==> config.mk <==
export PLATFORM = sky130hd
export DESIGN_NAME = regfile_wb_queue
export DESIGN_NICKNAME = d
export VERILOG_FILES = /design/src/rtl/regfile_pkg.sv /design/src/rtl/wbq_match.sv /design/src/rtl/regfile_wb_queue.sv
export SDC_FILE = /design/constraint.sdc
export NUM_CORES = 1
export LEC_CHECK = 0
export ABC_AREA = 1
export BUFFER_PORTS_ARGS = -buffer_cell sky130_fd_sc_hd__buf_2
export CORE_UTILIZATION = 53
export DETAILED_ROUTE_END_ITERATION = 8
export PLACE_DENSITY = 0.9
export SYNTH_ARGS = -nofsm -noshare
export SYNTH_HDL_FRONTEND = slang
export SYNTH_SLANG_ARGS = --single-unit
==> constraint.sdc <==
create_clock -name Clk -period 3.05 [get_ports Clk]
set_input_delay 0 -clock Clk [delete_from_list [all_inputs] [get_ports Clk]]
set_output_delay 0 -clock Clk [all_outputs]
set_load 0.02 [all_outputs]
==> src/rtl/regfile_pkg.sv <==
// Shared register-file types and constants for the write-back queue and its forwarding logic.
package regfile_pkg;

    localparam int REG_ADDR_W = 5;
    localparam int REG_DATA_W = 32;
    localparam logic [REG_ADDR_W-1:0] ZERO_REG = '0;

    typedef struct packed {
        logic                  valid;
        logic [REG_ADDR_W-1:0] addr;
        logic [REG_DATA_W-1:0] data;
    } wb_entry_t;

endpackage

==> src/rtl/wbq_match.sv <==
// Youngest-match select over the queue entries for one read port.
// Entries are walked oldest to youngest from the head, so the last hit wins.
module wbq_match
    import regfile_pkg::*;
#(
    parameter int DEPTH = 4,
    localparam int PTR_W = $clog2(DEPTH)
) (
    input  wb_entry_t [DEPTH-1:0]      entries_i,
    input  logic [PTR_W-1:0]           head_i,
    input  logic [REG_ADDR_W-1:0]      addr_i,
    output logic                       hit_o,
    output logic [REG_DATA_W-1:0]      data_o
);

    logic [PTR_W-1:0] idx;

    always_comb begin
        hit_o  = 1'b0;
        data_o = '0;
        idx    = '0;
        for (int i = 0; i < DEPTH; i++) begin
            idx = head_i + PTR_W'(i);
            if (entries_i[idx].valid && (entries_i[idx].addr == addr_i)) begin
                hit_o  = 1'b1;
                data_o = entries_i[idx].data;
            end
        end
    end

endmodule

==> src/rtl/regfile_wb_queue.sv <==
// Write-back queue in front of a register-file write port, with read-port
// forwarding of pending writes.
module regfile_wb_queue
    import regfile_pkg::*;
#(
    parameter int DEPTH = 4
) (
    input  logic                  Clk,
    input  logic                  Rst_n,
    input  logic                  InValid,
    output logic                  InReady,
    input  logic [REG_ADDR_W-1:0] InRegister,
    input  logic [REG_DATA_W-1:0] InData,
    input  logic                  DrainEnable,
    output logic                  RegWrite,
    output logic [REG_ADDR_W-1:0] WriteRegister,
    output logic [REG_DATA_W-1:0] WriteData,
    input  logic [REG_ADDR_W-1:0] ReadRegister1,
    input  logic [REG_ADDR_W-1:0] ReadRegister2,
    input  logic [REG_DATA_W-1:0] RegData1,
    input  logic [REG_DATA_W-1:0] RegData2,
    output logic [REG_DATA_W-1:0] ReadData1,
    output logic [REG_DATA_W-1:0] ReadData2,
    output logic [3:0]            Count
);

    localparam int PTR_W = $clog2(DEPTH);

    wb_entry_t [DEPTH-1:0] entries_q, entries_d;
    logic [PTR_W-1:0]      rd_ptr_q, rd_ptr_d;
    logic [PTR_W-1:0]      wr_ptr_q, wr_ptr_d;
    logic [3:0]            count_q, count_d;

    logic      push;
    logic      pop;
    wb_entry_t head;

    logic                  hit1, hit2;
    logic [REG_DATA_W-1:0] fwd1, fwd2;

    assign head = entries_q[rd_ptr_q];

    // count_q is cleared asynchronously, so these need no explicit reset gating
    // beyond InReady, which must drop while reset is held.
    assign InReady       = Rst_n && (count_q < 4'(DEPTH));
    assign RegWrite      = DrainEnable && (count_q != 4'd0);
    assign WriteRegister = (count_q != 4'd0) ? head.addr : '0;
    assign WriteData     = (count_q != 4'd0) ? head.data : '0;
    assign Count         = count_q;

    assign push = InValid && InReady && (InRegister != ZERO_REG);
    assign pop  = RegWrite;

    always_comb begin
        entries_d = entries_q;
        rd_ptr_d  = rd_ptr_q;
        wr_ptr_d  = wr_ptr_q;
        count_d   = count_q;

        if (pop) begin
            entries_d[rd_ptr_q].valid = 1'b0;
            rd_ptr_d                  = rd_ptr_q + 1'b1;
        end
        if (push) begin
            entries_d[wr_ptr_q].valid = 1'b1;
            entries_d[wr_ptr_q].addr  = InRegister;
            entries_d[wr_ptr_q].data  = InData;
            wr_ptr_d                  = wr_ptr_q + 1'b1;
        end

        case ({push, pop})
            2'b10:   count_d = count_q + 4'd1;
            2'b01:   count_d = count_q - 4'd1;
            default: count_d = count_q;
        endcase
    end

    always_ff @(posedge Clk or negedge Rst_n) begin
        if (!Rst_n) begin
            entries_q <= '0;
            rd_ptr_q  <= '0;
            wr_ptr_q  <= '0;
            count_q   <= '0;
        end else begin
            entries_q <= entries_d;
            rd_ptr_q  <= rd_ptr_d;
            wr_ptr_q  <= wr_ptr_d;
            count_q   <= count_d;
        end
    end

    wbq_match #(.DEPTH(DEPTH)) u_match1 (
        .entries_i (entries_q),
        .head_i    (rd_ptr_q),
        .addr_i    (ReadRegister1),
        .hit_o     (hit1),
        .data_o    (fwd1)
    );

    wbq_match #(.DEPTH(DEPTH)) u_match2 (
        .entries_i (entries_q),
        .head_i    (rd_ptr_q),
        .addr_i    (ReadRegister2),
        .hit_o     (hit2),
        .data_o    (fwd2)
    );

    always_comb begin
        ReadData1 = RegData1;
        ReadData2 = RegData2;
        if (ReadRegister1 == ZERO_REG) ReadData1 = '0;
        else if (hit1)                 ReadData1 = fwd1;
        if (ReadRegister2 == ZERO_REG) ReadData2 = '0;
        else if (hit2)                 ReadData2 = fwd2;
    end

endmodule

==> out/qor.yml, run 1 <==
final_layout:
  nFillCells: 2146
  register_area_um2: 4010
  area_growth_pct: 29.0
  drive_above_1_share: 0.199
  fin_area_um2: 18200
  antennaDiodeCount: 0
  nNetsFinal: 2842
  fin_util: 0.698
  multi_input_area_um2: 8710
  fin_cells: 3063
routing:
  wl_per_cell_um: 17.4
  drc: 0
  vias_per_cell: 5.67
  drtIter0Drc: 2705
  firstDrtPassIters: 8
  vias: 17359
  ant_nets: 0
  drt_wl_total_um: 53400
critical_path:
  rrSetupSlack_ns: 0.44
  cp-end-kind: "primary output"
  required_ns: 3.05
  cp_max_fo: 22
  setup.worst_path.start: "rd_ptr_q[0]"
  reg2reg_depth: 13
  cp-start-kind: "flip-flop"
  arrival_ns: 3.12
  crit_end: "ReadData1[28]"
  crit_type: "flip-flop to primary output"
  r2r-start: "Count[2]"
  r2r-end: "Count[3]"
yosys:
  synth_warnings: 0
  syn_inst: 2475
  yosysSeqAreaShare: 0.284
  syn_area_per_cell_um2: 5.69
  netlist_area_um2: 14100
  synth_nets: 2602
  synth_cell_types: 36
  synth_seq_cells: 160
global_route:
  grt_pass1_wl_um: 77800
  grt_max_degree: 84
  grt_pass1_vias: 14434
  grt.total_usage: 0.368
  antenna_found_initial: 0
  grt_remaining_overflow: 0
timing:
  rsz0062_at_grt: "yes"
  maxSlewHeadroom: 0.112
  slew_viol_final: 0
  setup_viol: 6
  fmax_mhz: 321
  setup_tns_ns: -0.194
  finalHoldViolCount: 0
  period_needed_ns: 3.12
  tightest_slew_ns: 1.33
  final.setup_skew_ns: 0.00673
  fin_crit_sh: 1.02
  worst_slack_ns: -0.0663
place:
  io_buffers: 221
  dpl.hpwl_um: 36100
  dp.cells: 2965
  gp_congestion: 0.946
  place_area_um2: 16100
clocking:
  cts_root_buffer: "clkbuf_16"
  clock-sinks: 160
  cts_tree: "built"
  clk_latency_ns: 0.44
  clkTransAtPathRegs_ns: 0.07
  cts_max_path_buffers: 2
  cts_max_level: 4
  numCtsBuffers: 17
floorplan:
  die_w_um: 165
  rows: 59
  die-area_um2: 27200
  core_area_um2: 26100
  boundaryPins: 222
  die_h_um: 165
  initial_core_util: 0.541
status:
  violations: "setup timing"
  status: "finished, violations left"
hold_path:
  hold_class: "input port to flip-flop"
power:
  leakage_nw: 9.57
  cellPowerDensity_nw_per_um2: 1170
  finalPower_w: 0.0212
  ir_drop_mv: 0.884
run:
  max_cap_violations: 0
-- through the flow --
stage                     setup WS (ns)  hold WS (ns)
after floorplan                 0.00882        -0.296
after CTS                      0.000806        0.0784
final                           -0.0663        0.0841
after detailed placement          0.113         0.283
after global placement            0.187         0.272
after global routing             -0.127         0.135
-- how the worst min path moves through the flow --
stage,start,endpoint,depth (start not counted),slack (ns)
4_1_cts,DrainEnable,rd_ptr_q[0],4,0.08
5_1_grt,DrainEnable,rd_ptr_q[0],4,0.14
3_3_place_gp,Rst_n,Count[3],2,0.27
6_report,InValid,wr_ptr_q[0],4,0.08
2_1_floorplan,Rst_n,Count[0],0,-0.30
3_5_place_dp,Rst_n,Count[3],2,0.28
-- area by class of cell --
| type | instances | share of cell area |
|---|---|---|
| Multi-Input combinational cell | 1823 | 0.479 |
| Sequential cell | 160 | 0.221 |
| Timing Repair Buffer | 385 | 0.176 |
| Inverter | 328 | 0.0693 |
| Clock buffer | 18 | 0.0236 |
| Tap cell | 335 | 0.0231 |
| Clock inverter | 14 | 0.00799 |
-- synthesized netlist by cell type --
library cell | instances | area [um^2]
inv_2 | 6 | 22.5
nand3_2 | 1 | 10.0
nand2_2 | 6 | 37.5
a211oi_1 | 1 | 7.51
nand4_1 | 5 | 31.3
nand3_1 | 91 | 455
buf_1 | 9 | 33.8
nor2_1 | 349 | 1310
nor2_4 | 2 | 22.5
a21oi_1 | 96 | 480
xor2_1 | 13 | 114
nor2_8 | 1 | 20.0
buf_6 | 7 | 78.8
o21a_1 | 31 | 233
fa_1 | 1 | 20.0
buf_2 | 44 | 220
o211ai_2 | 5 | 62.6
inv_1 | 322 | 1210
and3_1 | 1 | 6.26
o21ai_1 | 50 | 250
clkbuf_1 | 95 | 357
dfrtp_1 | 160 | 4000
nand2_1 | 745 | 2800
buf_4 | 8 | 60.1
clkbuf_2 | 1 | 5.00
o21ai_0 | 399 | 2000
a2bb2oi_1 | 1 | 8.76
or2_2 | 1 | 6.26
nor2_2 | 3 | 18.8
o21ai_4 | 1 | 16.3
xnor2_1 | 3 | 26.3
ha_1 | 11 | 138
nor3_1 | 3 | 15.0
o211ai_1 | 1 | 7.51
a22oi_1 | 1 | 7.51
nand3b_1 | 1 | 7.51
-- routing by layer --
metal  up-vias  wire length, um  global-route usage
li1       8169                -                   -
met1      7855            21800               0.539
met2      1218            22400               0.523
met3       117             7770               0.109
met4         0             1480              0.0955
met5         -                0                   0
-- cells by family after synthesis --
| family | count (synthesis) | share of synthesized area |
|---|---|---|
| AND/OR/NAND/NOR | 1209 | 0.336 |
| AO/OA/AOI/OAI | 586 | 0.218 |
| buffers and inverters | 492 | 0.141 |
| flip-flops | 160 | 0.284 |
| XOR/XNOR | 16 | 0.00994 |
| adder cells (fa/ha/maj) | 12 | 0.0112 |
-- placed cells by master (no fill, tap or decap), drive strengths merged --
cell type,netlist,layout
xor2,13,13
nor3,3,3
and3,1,1
nand3b,1,1
nand4,5,5
o211ai,6,6
o21a,31,31
a22oi,1,1
ha,11,11
o21ai,450,450
inv,328,335
nor2,355,355
bufinv,0,1
clkinv,0,3
a211oi,1,1
dfrtp,160,160
nand2,751,751
fa,1,1
a2bb2oi,1,1
clkinvlp,0,3
clkbuf,96,27
xnor2,3,3
a21oi,96,96
nand3,92,92
buf,68,338
or2,1,1
dlygate4sd3,0,38
-- where the power goes --
part / switching [W] / internal [W]
combinational: 0.0101 / 0.00521
clock: 0.000945 / 0.00115
sequential: 0.000749 / 0.00307
-- critical path, stage by stage, from the launching register on --
cell     delay [ns]
dfrtp_4        0.50
inv_4          0.10
ha_4           0.25
buf_6          0.15
nand3_4        0.09
nand2_4        0.06
xor2_2         0.15
nor2_2         0.16
nand3_2        0.12
buf_12         0.17
o21ai_4        0.08
nor2_8         0.09
buf_12         0.16
nand2_1        0.06
nand2_1        0.06
a21oi_2        0.25
buf_4          0.19
-- flip-flops by register name, summed over array words and instances, names as in the netlist --
| register | cells |
|---|---|
| Count | 4 |
| rd_ptr_q | 2 |
| wr_ptr_q | 2 |
| entries_q | 152 |
-- timing repair --
action                                  CTS  global route
gates resized for setup                  38           185
hold buffers                             38             0
hold endpoints to repair                222             0
pin swaps                                12            20
endpoints found under the setup margin   64            64
buffers inserted                          9             7
cloned                                    1            11
(Power assumes the default switching activity.)
==> run 2, diff against run 1 <==
--- a/config.mk
+++ b/config.mk
@@ -7,7 +7,7 @@
 export LEC_CHECK = 0
 export ABC_AREA = 1
 export BUFFER_PORTS_ARGS = -buffer_cell sky130_fd_sc_hd__buf_2
-export CORE_UTILIZATION = 53
+export CORE_UTILIZATION = 55
 export DETAILED_ROUTE_END_ITERATION = 8
 export PLACE_DENSITY = 0.9
 export SYNTH_ARGS = -nofsm -noshare
==> constraint.sdc (replaced) <==
create_clock -name Clk -period 2.9 [get_ports Clk]
set_input_delay 0 -clock Clk [delete_from_list [all_inputs] [get_ports Clk]]
set_output_delay 0 -clock Clk [all_outputs]
set_load 0.02 [all_outputs]
==> out/qor.yml, run 2 (synthesis results as in run 1) <==
critical_path:
  arrival_ns: 3.15  # +0.03 ns
  rrSetupSlack_ns: 0.40  # -0.04 ns
  r2r-end: "Count[3]"
  reg2reg_depth: 13  # unchanged
  crit_type: "flip-flop to primary output"
  r2r-start: "Count[2]"
  cp-start-kind: "flip-flop"
  cp_max_fo: 7  # -68%
  required_ns: 2.90  # -0.15 ns
  cp-end-kind: "primary output"
timing:
  setup_tns_ns: -7.62  # -7.43 ns
  final.setup_skew_ns: 0.00986  # +0.00313 ns
  finalHoldViolCount: 0  # unchanged
  fmax_mhz: 318
  period_needed_ns: 3.15
  fin_crit_sh: 1.08
  holdWs_ns: 0.0748  # -0.00930 ns
  worst_slack_ns: -0.246  # -0.180 ns
  rsz0062_at_grt: "yes"
  setup_viol: 64  # +58
  maxSlewHeadroom: 0.290  # +0.178
  slew_viol_final: 0  # unchanged
  tightest_slew_ns: 1.07  # -0.263 ns
floorplan:
  die_h_um: 162  # -1.8%
  die_w_um: 162  # -1.8%
  initial_core_util: 0.560  # +0.0188
  core_area_um2: 25200  # -3.4%
  rows: 58  # -1.7%
  die-area_um2: 26300  # -3.6%
  boundaryPins: 222  # unchanged
place:
  place_area_um2: 16600  # +3.4%
  dpl.hpwl_um: 37100  # +2.8%
  io_buffers: 221  # unchanged
  gp_congestion: 0.981  # +3.6%
clocking:
  numCtsBuffers: 17  # unchanged
  clkTransAtPathRegs_ns: 0.07  # about the same
  cts_max_level: 4  # unchanged
  cts_root_buffer: "clkbuf_16"
  cts_max_path_buffers: 2  # unchanged
  clk_latency_ns: 0.43  # about the same
  clock-sinks: 160  # unchanged
  cts_tree: "built"
hold_path:
  worstHoldStart: "DrainEnable"
  hold_depth: 6  # +2
  hold_class: "input port to flip-flop"
  hold_end: "entries_q[151]"
routing:
  drt_wl_total_um: 54100  # +1.3%
  wl_per_cell_um: 17.6  # +0.71%
  vias: 17582  # +1.3%
  firstDrtPassIters: 7  # -1
  drtIter0Drc: 2642  # -2.3%
  drc: 0  # unchanged
  ant_nets: 0  # unchanged
  vias_per_cell: 5.71  # +0.69%
final_layout:
  nNetsFinal: 2865  # +0.81%
  largest_reg_flops: 152  # unchanged
  regMostFlops: "entries_q"
  drive_above_1_share: 0.213  # +0.0136
  antennaDiodeCount: 0  # unchanged
  mostFrequentLayoutCells: "nand2_1, o21ai_0, nor2_1, inv_1, buf_2"
  final_common_cell: "nand2_1"
  nFillCells: 1955  # -8.9%
  fin_area_um2: 18500  # +1.9%
  area_growth_pct: 31.5
status:
  status: "finished, violations left"
  violations: "setup timing"
global_route:
  grt_max_degree: 125  # +49%
  grt_remaining_overflow: 0  # unchanged
  grt.total_usage: 0.387  # +0.0190
  antenna_found_initial: 0  # unchanged
  grt_pass1_vias: 15061  # +4.3%
  grt_pass1_wl_um: 79900  # +2.7%
power:
  ir_drop_mv: 1.19  # +35%
  cellPowerDensity_nw_per_um2: 1230  # +5.7%
  leakage_nw: 9.69  # +1.3%
run:
  max_cap_violations: 0  # unchanged
## run 2: cell count changes in the layout (fill, tap and decap cells not counted), sizes merged
cell / before / now
buf: 338 / 362
clkinv: 3 / 4
inv: 335 / 333
## run 2: per-layer routing
metal,up-vias,GRT usage,part of all wire
met1,7913,0.557,0.40
li1,8217,-,-
met5,-,0,0
met4,0,0.107,0.031
met3,166,0.112,0.14
met2,1286,0.562,0.42
## run 2: cell type report
type	count	area, um^2	share of cell area
clock buffer	19	433	0.0234
multi-input combinational	1823	8970	0.484
clock inverter	13	130	0.00702
timing repair buffer	408	3330	0.180
inverter	328	1240	0.0670
tap	330	413	0.0223
sequential	160	4010	0.216
## run 2: where the power goes
| group | switching (W) | leakage, nW | total, W | internal (W) |
|---|---|---|---|---|
| sequential | 0.000796 | 2.05 | 0.00402 | 0.00323 |
| clock | 0.000972 | 0.267 | 0.00217 | 0.00120 |
| combinational | 0.0110 | 7.37 | 0.0167 | 0.00568 |
## run 2: what timing repair did
action,4_1_cts,5_1_grt
pin swaps,9,8
resized for setup,82,141
setup endpoints to repair,64,66
cloned,2,8
hold buffers,38,0
buffers inserted,7,3
hold endpoints to repair,221,0
## run 2: critical path, cell delays in order (launching register included)
cell	delay [ns]
dfrtp_4	0.45
clkinv_4	0.08
ha_4	0.33
clkbuf_16	0.17
nand3_4	0.09
nand2_4	0.08
xor2_1	0.18
nor2_2	0.09
nand3_4	0.10
buf_12	0.14
o21ai_4	0.07
nor2_8	0.28
clkbuf_16	0.23
nor2_1	0.07
a21oi_4	0.16
buf_4	0.17
## run 2: worst max-delay path by stage
stage | startpoint | endpoint | cells after the start
floorplan | rd_ptr_q[0] | ReadData1[0] | 19
global placement | rd_ptr_q[0] | ReadData1[28] | 16
detailed placement | rd_ptr_q[0] | ReadData1[14] | 16
CTS | rd_ptr_q[0] | ReadData1[30] | 16
global route | rd_ptr_q[0] | ReadData1[15] | 15
finish | rd_ptr_q[0] | ReadData1[15] | 15
## run 2: metrics by stage
stage | std cells | power (W) | utilization | setup WS [ns]
finish | 3081 | 0.0229 | 0.736 | -0.246
detailed placement | 2991 | 0.0182 | 0.659 | 0.176
global placement | 2991 | 0.0178 | 0.659 | 0.242
CTS | 3070 | 0.0211 | 0.711 | -0.113
floorplan | 2475 | 0.0132 | - | 0.0125
global route | 3081 | 0.0242 | 0.736 | -0.297
